## src/rtl/pong_match_ctrl_if.sv

```systemverilog
// Interface bundle for pong_match_ctrl.
// Groups the per-frame events, the player buttons and the match status
// outputs. The "slave" modport is the controller's view. The "master"
// modport is the view of whatever drives the events and consumes the
// status.
// Signalling: frame_tick, miss_left and miss_right are single-cycle
// pulses. The buttons are synchronised levels. All outputs are registered.
// No ready/valid back-pressure exists: every pulse is consumed in the
// cycle it is presented.
interface pong_match_ctrl_if;
  logic       frame_tick;
  logic       miss_left;
  logic       miss_right;
  logic       player_1_button;
  logic       player_2_button;
  logic       ball_reset;
  logic       ball_enable;
  logic       serve_dir_left;
  logic [3:0] score_1;
  logic [3:0] score_2;
  logic [1:0] winner;
  logic [2:0] state;

  modport master (
    output frame_tick, miss_left, miss_right, player_1_button, player_2_button,
    input  ball_reset, ball_enable, serve_dir_left, score_1, score_2, winner, state
  );

  modport slave (
    input  frame_tick, miss_left, miss_right, player_1_button, player_2_button,
    output ball_reset, ball_enable, serve_dir_left, score_1, score_2, winner, state
  );
endinterface

```

## src/rtl/pong_match_ctrl.sv

```systemverilog
// Pong match controller: serve, rally, scoring and game-over sequencing.
// Optional feature macro PONG_AUTO_SERVE_EN. When it is defined, an 8-bit
// frame counter serves automatically SERVE_DELAY_FRAMES frames into
// SERVE_WAIT. When it is undefined, only the serving player's button starts
// a rally.
// Every output comes from a register, so no input-to-output combinational
// path exists. The state is exported on bus.state for debug and display.
module pong_match_ctrl #(
  parameter int WIN_SCORE          = 7,
  parameter int SERVE_DELAY_FRAMES = 60
) (
  input  logic                    CLOCK_25,
  input  logic                    RESET,
  pong_match_ctrl_if.slave        bus
);

  typedef enum logic [2:0] {
    ST_IDLE       = 3'd0,
    ST_SERVE_WAIT = 3'd1,
    ST_PLAY       = 3'd2,
    ST_POINT      = 3'd3,
    ST_GAME_OVER  = 3'd4
  } state_t;

  localparam logic [3:0] LP_WIN = 4'(WIN_SCORE);

  state_t     r_state;
  logic [3:0] r_score_1;
  logic [3:0] r_score_2;
  logic [1:0] r_winner;
  logic       r_serve_dir_left;
  logic       r_ball_reset;
  logic       r_ball_enable;
  logic       r_btn1_q;
  logic       r_btn2_q;

  logic       w_btn1_rise;
  logic       w_btn2_rise;
  logic       w_serve_rise;
  logic       w_any_rise;

  // Button edges: level high now, registered level low last cycle.
  assign w_btn1_rise  = bus.player_1_button & ~r_btn1_q;
  assign w_btn2_rise  = bus.player_2_button & ~r_btn2_q;
  assign w_any_rise   = w_btn1_rise | w_btn2_rise;
  // The server is the player the ball moves away from.
  assign w_serve_rise = r_serve_dir_left ? w_btn2_rise : w_btn1_rise;

`ifdef PONG_AUTO_SERVE_EN
  localparam logic [7:0] LP_DELAY = 8'(SERVE_DELAY_FRAMES);
  logic [7:0] r_frame_cnt;

  // Frame counter: counts frames in SERVE_WAIT, saturates at 255, and is
  // cleared whenever a new serve wait begins.
  always_ff @(posedge CLOCK_25 or posedge RESET) begin
    if (RESET) begin
      r_frame_cnt <= 8'd0;
    end else if ((r_state == ST_IDLE && w_any_rise) ||
                 (r_state == ST_POINT && r_score_1 < LP_WIN && r_score_2 < LP_WIN)) begin
      r_frame_cnt <= 8'd0;
    end else if (r_state == ST_SERVE_WAIT && bus.frame_tick && r_frame_cnt != 8'hFF) begin
      r_frame_cnt <= r_frame_cnt + 8'd1;
    end
  end
`else
  logic w_unused_cfg;
  assign w_unused_cfg = ^{bus.frame_tick, 8'(SERVE_DELAY_FRAMES)};
`endif

  // Match FSM with registered outputs and button history.
  always_ff @(posedge CLOCK_25 or posedge RESET) begin
    if (RESET) begin
      r_state          <= ST_IDLE;
      r_score_1        <= 4'd0;
      r_score_2        <= 4'd0;
      r_winner         <= 2'b00;
      r_serve_dir_left <= 1'b0;
      r_ball_reset     <= 1'b1;
      r_ball_enable    <= 1'b0;
      r_btn1_q         <= 1'b0;
      r_btn2_q         <= 1'b0;
    end else begin
      r_btn1_q <= bus.player_1_button;
      r_btn2_q <= bus.player_2_button;
      case (r_state)
        ST_IDLE: begin
          r_ball_reset  <= 1'b1;
          r_ball_enable <= 1'b0;
          if (w_any_rise) begin
            r_score_1        <= 4'd0;
            r_score_2        <= 4'd0;
            r_winner         <= 2'b00;
            r_serve_dir_left <= 1'b0;
            r_state          <= ST_SERVE_WAIT;
          end
        end
        ST_SERVE_WAIT: begin
          if (w_serve_rise) begin
            r_state       <= ST_PLAY;
            r_ball_reset  <= 1'b0;
            r_ball_enable <= 1'b1;
          end
`ifdef PONG_AUTO_SERVE_EN
          else if (r_frame_cnt >= LP_DELAY) begin
            r_state       <= ST_PLAY;
            r_ball_reset  <= 1'b0;
            r_ball_enable <= 1'b1;
          end
`endif
        end
        ST_PLAY: begin
          if (bus.miss_left || bus.miss_right) begin
            r_state       <= ST_POINT;
            r_ball_reset  <= 1'b1;
            r_ball_enable <= 1'b0;
            // A double miss is a void point: no score, serve side kept.
            if (bus.miss_left && !bus.miss_right) begin
              if (r_score_2 != 4'hF) r_score_2 <= r_score_2 + 4'd1;
              r_serve_dir_left <= 1'b1;
            end else if (bus.miss_right && !bus.miss_left) begin
              if (r_score_1 != 4'hF) r_score_1 <= r_score_1 + 4'd1;
              r_serve_dir_left <= 1'b0;
            end
          end
        end
        ST_POINT: begin
          r_ball_reset  <= 1'b1;
          r_ball_enable <= 1'b0;
          if (r_score_1 >= LP_WIN) begin
            r_winner <= 2'b01;
            r_state  <= ST_GAME_OVER;
          end else if (r_score_2 >= LP_WIN) begin
            r_winner <= 2'b10;
            r_state  <= ST_GAME_OVER;
          end else begin
            r_state  <= ST_SERVE_WAIT;
          end
        end
        ST_GAME_OVER: begin
          r_ball_reset  <= 1'b1;
          r_ball_enable <= 1'b0;
          if (w_any_rise) r_state <= ST_IDLE;
        end
        default: begin
          r_state       <= ST_IDLE;
          r_ball_reset  <= 1'b1;
          r_ball_enable <= 1'b0;
        end
      endcase
    end
  end

  assign bus.state          = r_state;
  assign bus.score_1        = r_score_1;
  assign bus.score_2        = r_score_2;
  assign bus.winner         = r_winner;
  assign bus.serve_dir_left = r_serve_dir_left;
  assign bus.ball_reset     = r_ball_reset;
  assign bus.ball_enable    = r_ball_enable;

endmodule

```

## src/flat_wrapper.sv

```systemverilog
// flat-port wrapper written by rule: the top's interface ports become plain ports
module pong_match_ctrl_flat 
#(
  parameter int WIN_SCORE          = 7,
  parameter int SERVE_DELAY_FRAMES = 60
)
  (CLOCK_25, RESET, bus_frame_tick, bus_miss_left, bus_miss_right, bus_player_1_button, bus_player_2_button, bus_ball_reset, bus_ball_enable, bus_serve_dir_left, bus_score_1, bus_score_2, bus_winner, bus_state);
  pong_match_ctrl_if bus_i ();
  input  logic CLOCK_25;
  input  logic RESET;
  input wire logic [$bits(bus_i.frame_tick)-1:0] bus_frame_tick;
  input wire logic [$bits(bus_i.miss_left)-1:0] bus_miss_left;
  input wire logic [$bits(bus_i.miss_right)-1:0] bus_miss_right;
  input wire logic [$bits(bus_i.player_1_button)-1:0] bus_player_1_button;
  input wire logic [$bits(bus_i.player_2_button)-1:0] bus_player_2_button;
  output wire logic [$bits(bus_i.ball_reset)-1:0] bus_ball_reset;
  output wire logic [$bits(bus_i.ball_enable)-1:0] bus_ball_enable;
  output wire logic [$bits(bus_i.serve_dir_left)-1:0] bus_serve_dir_left;
  output wire logic [$bits(bus_i.score_1)-1:0] bus_score_1;
  output wire logic [$bits(bus_i.score_2)-1:0] bus_score_2;
  output wire logic [$bits(bus_i.winner)-1:0] bus_winner;
  output wire logic [$bits(bus_i.state)-1:0] bus_state;
  assign bus_i.frame_tick = bus_frame_tick;
  assign bus_i.miss_left = bus_miss_left;
  assign bus_i.miss_right = bus_miss_right;
  assign bus_i.player_1_button = bus_player_1_button;
  assign bus_i.player_2_button = bus_player_2_button;
  assign bus_ball_reset = bus_i.ball_reset;
  assign bus_ball_enable = bus_i.ball_enable;
  assign bus_serve_dir_left = bus_i.serve_dir_left;
  assign bus_score_1 = bus_i.score_1;
  assign bus_score_2 = bus_i.score_2;
  assign bus_winner = bus_i.winner;
  assign bus_state = bus_i.state;
  pong_match_ctrl #(.WIN_SCORE(WIN_SCORE), .SERVE_DELAY_FRAMES(SERVE_DELAY_FRAMES)) u_core (.CLOCK_25(CLOCK_25), .RESET(RESET), .bus(bus_i));
endmodule
```

## config.mk

```make
export PLATFORM = sky130hd
export DESIGN_NAME = pong_match_ctrl_flat
export DESIGN_NICKNAME = d
export VERILOG_FILES = /design/src/rtl/pong_match_ctrl_if.sv /design/src/rtl/pong_match_ctrl.sv /design/src/flat_wrapper.sv
export SDC_FILE = /design/constraint.sdc
export NUM_CORES = 1
export LEC_CHECK = 0
export ABC_AREA = 1
export CAP_MARGIN = 20
export CORE_MARGIN = 2
export CORE_UTILIZATION = 44
export DETAILED_ROUTE_END_ITERATION = 16
export GPL_ROUTABILITY_DRIVEN = 1
export PLACE_DENSITY = 0.74
export SLEW_MARGIN = 30
export SYNTH_ARGS = -nofsm -noshare
export SYNTH_HDL_FRONTEND = slang
export SYNTH_SLANG_ARGS = --single-unit
```

## constraint.sdc

```tcl
create_clock -name CLOCK_25 -period 1.58 [get_ports CLOCK_25]
set_clock_uncertainty 0.2 [all_clocks]
set_input_delay 0.395 -clock CLOCK_25 [delete_from_list [all_inputs] [get_ports CLOCK_25]]
set_output_delay 0.395 -clock CLOCK_25 [all_outputs]
set_load 0.01 [all_outputs]
```

==> qor.yml, run 1 <==
clock_latency_ps: 310
yosysSeqAreaShare_pct: 44.02
drive_above_1_share_pct: 41.79
final_common_cell: "nand2_1"
drt_iter0_drc: 28
ys.flop_type: "dfrtp_1"
maxSlewHeadroom_pct: 82.45
dr.pass1.iters: 4
async_flop_share_pct: 100.0
post_synth_fa_ha_maj_area_fraction_pct: 2.439
rsz0062_at_grt: "true"
clk_path_buf_depth: 2
slowest_delay_ps: 490
path_clk_slew_ps: 120
path_class: "in -> reg"
viasPerCell: 5.245
place_ws_ps: -335.1
grt_max_degree: 19
dieArea_sq_um: 2734
worst_pin_slew_ps: 262.3
utilization_pct: 78.85
grt_pass1_wl_um: 4698
core_sq_um: 2212
fmax_ghz: 0.6142
start_kind: "input port"
finalInstanceArea_sq_um: 1744
cp_num_buf_inv: 2
setup_viol: 11
drv_slew: 0
layout.nets: 211
hold_class: "in -> async"
dp_hpwl_um: 1928
period_share_pct: 103.0
timing.reg2reg.setup_slack_ps: -20
synth-edff-count: 0
max_cap_violations: 0
powerDensity_nw_per_um2: 1420
h-tree-depth: 1
synthMuxAreaShare_pct: 0
ant_nets: 0
layout_common_cells: "37 x nand2_1, 35 x buf_4, 17 x dfrtp_1"
synth-compound-area-share_pct: 5.122
worst-r2r-cell-count: 8
dr_total_vias: 1201
routed_wl_um: 3205
grt_overflow: 0
required_ps: 1600
cts_hold_buf: 0
cp_top_family: "simple AND/OR/NAND/NOR gates"
synth_area_sq_um: 1026
fp.dieW_um: 52.29
dpl-instance-area_sq_um: 1460
numCtsBuffers: 3
synth-simple-area-share_pct: 40.49
rows: 17
grt_pass1_vias: 1150
place_congestion: 0.8014
min_period_ps: 1628
synth_cell_types: 23
cts.sink_count: 18
tritoncts: "yes"
multi_input_area_sq_um: 615.6
status: "finished with violations"
synth_warnings: 0
die_y_um: 52.29
port_buffers: 21
violations: "setup timing"
cp_max_fo: 5
synth_cells: 134
regArea_sq_um: 451.7
crit_slowest_cell: "clkdlybuf4s50_1"
ys_ff_latch: 18
power.total_uw: 2476
grt_antenna_before_repair: 0
fillers: 141
crit_chain: "clkdlybuf4s50_1 -> inv_1 -> nor2_1 -> nor2_1 -> nor2_4 -> nand3_2 -> nand2_1 -> nand2_1"
synth_top_family_by_area: "simple AND/OR/NAND/NOR gates"
cts-root-buf: "clkbuf_4"
post-route-drc-count: 0
wire_per_inst_um: 14.00
ioPinCount: 23
vdd.ir_drop.worst_uv: 946.8
syn-num-nets: 143
cp.arrival_ps: 1650
finalSetupTns_ps: -251.5
power.leakage_uw: 0.0008939
antenna_cells: 0
worst_slack_ps: -48.03
final_hold_viol_count: 0
synthXorXnorAreaFrac_pct: 1.707
syn_to_final_growth_pct: 70.00
crit_cells: 8
start_util_pct: 46.38
synth_area_per_cell_sq_um: 7.657
end_kind: "flop"
grt.total_usage_pct: 23.64
metal layers:
layer / vias to the layer above / GRT usage (%) / wire, um
li1: 573 / - / -
met1: 590 / 24.82 / 1293
met3: 7 / 4.571 / 124
met2: 31 / 43.75 / 1722
met4: 0 / 12.39 / 64
met5: - / 0 / 0
logic make-up (layout without fill, tap and decap cells):
logic type	Yosys count	in the layout
simple gates	90	90
flops	18	18
buf+inv	15	82
compound gates	7	7
fa+ha+maj	2	2
xor+xnor	2	2
worst register-to-register path: cells and delay by family, from the launching register on:
family	cells	cell delay [ps]
simple gates	3	250
compound gates	1	190
flops	1	420
buf+inv	4	490
sequential cells by signal, summed over array words and instances, names as in the netlist:
register	count
u_core.bus.winner	2
u_core.bus.state	3
u_core.r_btn1_q	1
u_core.bus.score_1	4
u_core.bus.serve_dir_left	1
u_core.r_btn2_q	1
u_core.bus.score_2	4
u_core.bus.ball_enable	1
u_core.bus.ball_reset	1
worst paths after layout:
kind	from	to
setup / recovery	bus_miss_right	u_core.bus.score_1[2]$_DFFE_PP0P_
hold / removal	RESET	u_core.bus.winner[0]$_DFFE_PP0P_
setup reg to reg	u_core.bus.state[2]$_DFFE_PP0P_	u_core.bus.score_2[1]$_DFFE_PP0P_
hold reg to reg	u_core.bus.winner[0]$_DFFE_PP0P_	u_core.bus.winner[0]$_DFFE_PP0P_
max in group asynchronous	RESET	u_core.bus.ball_reset$_DFFE_PP1P_
min in group CLOCK_25	u_core.bus.winner[0]$_DFFE_PP0P_	u_core.bus.winner[0]$_DFFE_PP0P_
through the flow:
step | hold WS [ps] | instances
floorplan | 132.8 | 134
global placement | 256.8 | 207
detailed placement | 272.8 | 207
CTS | 194.8 | 221
global route | 197.3 | 229
finish | 186.8 | 229
final cells by class:
class                           count  area share [%]
Multi-Input combinational cell    101           35.29
Tap cell                           28           2.009
Inverter                           14           3.730
Sequential cell                    18           25.90
Timing Repair Buffer               64           31.56
Clock buffer                        4           1.506
cells in the mapped netlist, types with 2 or more instances:
cell type | count | area [sq um]
dfrtp_1 | 17 | 425.4
nand3_2 | 2 | 20.02
nor2_1 | 15 | 56.30
nor2_4 | 2 | 22.52
nand2_2 | 2 | 12.51
inv_1 | 13 | 48.80
o21ai_0 | 3 | 15.01
nand3_1 | 12 | 60.06
nand4_1 | 7 | 43.79
nand3b_1 | 2 | 15.01
nor3_1 | 2 | 10.01
ha_1 | 2 | 25.02
nand2_1 | 45 | 168.9
what timing repair did:
item,in CTS,in global routing
setup buffers,10,8
endpoints found under the setup margin,27,29
pin swaps,6,15
gates resized for setup,51,33
power by group:
part           total (uW)  internal, uW  switching (uW)
registers             640           569            71.1
clock network         257          98.8             158
logic                1580           756             823
Note: power is estimated with default switching activity, not from simulation.
==> inputs of run 2 (changes only) <==
--- a/config.mk
+++ b/config.mk
@@ -8,10 +8,9 @@
 export ABC_AREA = 1
 export CAP_MARGIN = 20
 export CORE_MARGIN = 2
-export CORE_UTILIZATION = 44
+export CORE_UTILIZATION = 30
 export DETAILED_ROUTE_END_ITERATION = 16
 export GPL_ROUTABILITY_DRIVEN = 1
-export PLACE_DENSITY = 0.74
 export SLEW_MARGIN = 30
 export SYNTH_ARGS = -nofsm -noshare
 export SYNTH_HDL_FRONTEND = slang
==> qor.yml, run 2 (same netlist as run 1, synthesis figures left out) <==
drive_above_1_share_pct: 40.00
powerDensity_nw_per_um2: 1407
min_period_ps: 1614
grt_pass1_vias: 1126
utilization_pct: 53.10
wl_met2_um: 1501
violations: "setup timing"
post-route-drc-count: 0
rows: 21
antenna_cells: 0
rsz0062_at_grt: "true"
path_class: "reg -> reg"
reg2reg_from: "u_core.bus.state[1]$_DFFE_PP0P_"
numCtsBuffers: 3
clock_latency_ps: 310
fmax_ghz: 0.6196
cts_hold_buf: 0
start_kind: "flop"
dr_total_vias: 1090
setup_viol: 2
cp_max_fo: 5
max_cap_violations: 0
rr_endpoint: "u_core.bus.state[1]$_DFFE_PP0P_"
dp_hpwl_um: 1900
hold_class: "in -> async"
path_clk_slew_ps: 110
wire_per_inst_um: 11.46
worst_pin_slew_ps: 227.0
worst_slack_ps: -34.03
maxSlewHeadroom_pct: 84.81
h-tree-depth: 1
start_util_pct: 30.99
port_buffers: 21
viasPerCell: 4.431
highest-signal-layer: "met4"
final_cells: 246
layout.nets: 210
power.total_uw: 2474
grt_pass1_wl_um: 4885
route.met3.wl_um: 65
grt.total_usage_pct: 15.67
grt_overflow: 0
tritoncts: "yes"
place_congestion: 0.8796
finalInstanceArea_sq_um: 1758
drt_iter0_drc: 43
end_kind: "flop"
power.leakage_uw: 0.0008991
fp.dieW_um: 62.48
core_sq_um: 3311
routed_wl_um: 2819
status: "finished with violations"
m1WireLength_um: 1194
ant_nets: 0
cp.arrival_ps: 1620
die_y_um: 62.48
place_ws_ps: -311.3
required_ps: 1590
drv_slew: 0
final_common_cell: "nand2_1"
syn_to_final_growth_pct: 71.34
period_share_pct: 102.2
cts.sink_count: 18
dieArea_sq_um: 3904
timing.reg2reg.setup_slack_ps: -30
dp.cells: 229
ioPinCount: 23
cts-root-buf: "clkbuf_4"
worst-r2r-cell-count: 9
grt_max_degree: 19
vdd.ir_drop.worst_uv: 430.9
dr.pass1.iters: 4
layout_common_cells: "38 x nand2_1, 36 x buf_4, 17 x dfrtp_1"
final_hold_viol_count: 0
dpl-instance-area_sq_um: 1513
grt_antenna_before_repair: 0
clk_path_buf_depth: 2
==> run 2: changes by cell type in the layout (fill, tap and decap cells not counted), sizes merged <==
cell and delta:
clkbuf -1, buf -3, clkdlybuf4s15 +3
==> run 2: where the power goes <==
part	switching (uW)	leakage, uW	total [uW]	internal [uW]
combinational	800	0.000641	1560	755
sequential	50.4	0.000237	619	569
clock	158	0.0000210	299	141
total	1010	0.000899	2470	1460
==> run 2: critical path: stages, from the launching register on <==
cell,delay (ps)
dfrtp_1,410
buf_6,140
nor2_4,170
nand2_8,90
nor2_4,200
inv_2,90
nand2_2,80
nor2_2,50
nand2_1,60
nand2_1,40
==> run 2: stage by stage <==
step | setup TNS, ps | hold slack, ps
after global placement | -3645 | 259.0
final | -55.91 | 193.1
after CTS | 0 | 191.1
after global routing | -1165 | 213.4
after detailed placement | -3995 | 266.5
after floorplan | 0 | 132.8
==> run 2: cell type report <==
type                    instances  area, sq um
repair buffers                 63        538.0
inverters                      14        57.56
fillers                       323         1553
flip-flops and latches         18        451.7
well taps                      46        57.56
multi-input cells             101        616.8
clock buffers                   4        36.28
==> run 2: worst max-delay path by stage <==
stage	startpoint	end	cells after the start
final	u_core.bus.state[1]$_DFFE_PP0P_	u_core.bus.state[1]$_DFFE_PP0P_	9
after global routing	u_core.bus.state[1]$_DFFE_PP0P_	u_core.bus.state[1]$_DFFE_PP0P_	9
after CTS	u_core.bus.state[2]$_DFFE_PP0P_	u_core.bus.state[1]$_DFFE_PP0P_	10
after detailed placement	bus_player_1_button	u_core.bus.score_2[3]$_DFFE_PP0P_	8
after global placement	bus_miss_right	u_core.bus.score_1[3]$_DFFE_PP0P_	8
after floorplan	u_core.bus.score_2[0]$_DFFE_PP0P_	u_core.bus.score_2[3]$_DFFE_PP0P_	7
==> run 2: timing repair <==
action,CTS,global route
resized for setup,51,24
endpoints found under the setup margin,22,23
pin swaps,10,14
buffers inserted,11,2
==> run 2: per-layer routing <==
metal	track usage [%]	vias to the layer above
met4	7.500	0
met1	18.77	501
met3	2.342	5
li1	-	566
met5	0	-
met2	27.42	18
==> inputs of run 3 (changes only) <==
==> constraint.sdc (replaced) <==
create_clock -name CLOCK_25 -period 2.1 [get_ports CLOCK_25]
set_clock_uncertainty 0.2 [all_clocks]
set_input_delay 0.525 -clock CLOCK_25 [delete_from_list [all_inputs] [get_ports CLOCK_25]]
set_output_delay 0.525 -clock CLOCK_25 [all_outputs]
set_load 0.01 [all_outputs]
==> qor.yml, run 3 (same netlist as run 1, synthesis figures left out) <==
status: "complete, no violations"
vdd.ir_drop.worst_uv: 226.8
cts.sink_count: 18
cp_max_fo: 6
start_kind: "flop"
drt_iter0_drc: 101
port_buffers: 21
cp_top_family: "buffers and inverters"
fmax_ghz: 0.4919
layout_common_cells: "45 x nand2_1, 20 x clkdlybuf4s50_1, 15 x nor2_1, 15 x dfrtp_1, 13 x inv_1"
place_congestion: 0.8637
reg2reg_from: "u_core.bus.state[2]$_DFFE_PP0P_"
setup_viol: 0
dr_total_vias: 973
routed_wl_um: 2287
required_ps: 1370
fp.dieW_um: 62.48
final_hold_viol_count: 0
layout.nets: 171
grt.total_usage_pct: 12.58
finalSetupTns_ps: 0
start_util_pct: 30.99
min_period_ps: 2033
crit_chain: "clkdlybuf4s50_1"
power.leakage_uw: 0.0006528
worst_pin_slew_ps: 327.5
rows: 21
crit_start: "u_core.bus.score_1[2]$_DFFE_PP0P_"
grt_pass1_wl_um: 3988
die_y_um: 62.48
grt_max_degree: 19
ioPinCount: 23
wire_per_inst_um: 11.05
dr.pass1.iters: 6
clock_latency_ps: 290
slowest_delay_ps: 570
syn_to_final_growth_pct: 30.85
holdCritStartpoint: "u_core.bus.winner[0]$_DFFE_PP0P_"
hold_class: "reg -> reg"
period_share_pct: 96.81
tritoncts: "yes"
numCtsBuffers: 3
rsz0062_at_grt: "false"
path_class: "reg -> out"
antenna_cells: 0
post-route-drc-count: 0
cts_setup_buffers: 0
h-tree-depth: 1
cp.arrival_ps: 1310
grt_overflow: 0
drive_above_1_share_pct: 12.42
dp_hpwl_um: 1725
viasPerCell: 4.700
dieArea_sq_um: 3904
end_kind: "primary output"
max_cap_violations: 0
drv_slew: 0
grt_pass1_vias: 943
ant_nets: 0
powerDensity_nw_per_um2: 1070
crit_slowest_cell: "clkdlybuf4s50_1"
cp_num_buf_inv: 1
power.total_uw: 1437
cts-root-buf: "clkbuf_4"
path_clk_slew_ps: 100
maxSlewHeadroom_pct: 78.00
clk_path_buf_depth: 2
final_common_cell: "nand2_1"
core_sq_um: 3311
grt_antenna_before_repair: 0
run 3: cell types whose count changed in the layout (fill, tap and decap cells not counted), moves of 3 or more:
cell | before | now
nor2_1 | 12 | 15
nand2_1 | 38 | 45
clkbuf_2 | 4 | 0
inv_1 | 9 | 13
nor2_4 | 5 | 2
nand2_2 | 6 | 2
clkdlybuf4s50_1 | 5 | 20
buf_4 | 36 | 3
clkdlybuf4s15_1 | 11 | 0
buf_6 | 6 | 0
run 3: layout make-up:
type                       count  area [sq um]
tap                           46         57.56
inverter                      14         52.55
sequential                    18         454.2
multi-input combinational    101         510.5
fill                         350          1968
clock buffer                   4         36.28
timing repair buffer          24         231.5
run 3: worst register-to-register path: stages, from the launching register on:
cell and delay, ps:
dfrtp_1 440, inv_1 160, nand3_2 220, inv_1 200
nand2_1 100, nand2_1 150, nor2_1 70, nand2_1 60
nand2_1 50
run 3: worst paths after layout:
kind,end,slack (ps),cells past startpoint
max,bus_score_1[2],70,1
min,u_core.bus.winner[0]$_DFFE_PP0P_,280,2
max reg2reg,u_core.bus.state[0]$_DFFE_PP0P_,370,8
min reg2reg,u_core.bus.winner[0]$_DFFE_PP0P_,280,2
max in group asynchronous,u_core.bus.ball_reset$_DFFE_PP1P_,1110,3
min in group asynchronous,u_core.bus.score_2[0]$_DFFE_PP0P_,330,3
run 3: repair_timing:
action                                  in CTS  in global routing
resized for setup                            1                  2
hold buffers                                 0                  0
endpoints found under the setup margin       1                  2
run 3: where the power goes:
part	internal, uW	leakage [uW]	switching [uW]
logic	292	0.000398	421
registers	430	0.000234	77.7
clock network	106	0.0000210	110
total	828	0.000653	609
run 3: per-layer routing:
metal | up-vias | wire, um | global-route usage [%]
met4 | 0 | 28 | 6.944
met1 | 451 | 999 | 14.01
li1 | 486 | - | -
met3 | 4 | 114 | 2.342
met2 | 32 | 1146 | 22.45
met5 | - | 0 | 0
run 3: per-stage QoR:
step	setup WS, ps	instances	cell area [sq um]	utilization (%)	hold slack, ps
3_3_place_gp	86.75	203	1305	39.42	257.9
2_1_floorplan	551.4	134	1026	-	262.8
3_5_place_dp	62.66	203	1305	39.42	265.7
5_1_grt	4.552	207	1343	40.55	323.5
6_report	67.09	207	1343	40.55	282.9
4_1_cts	21.89	207	1340	40.48	291.2
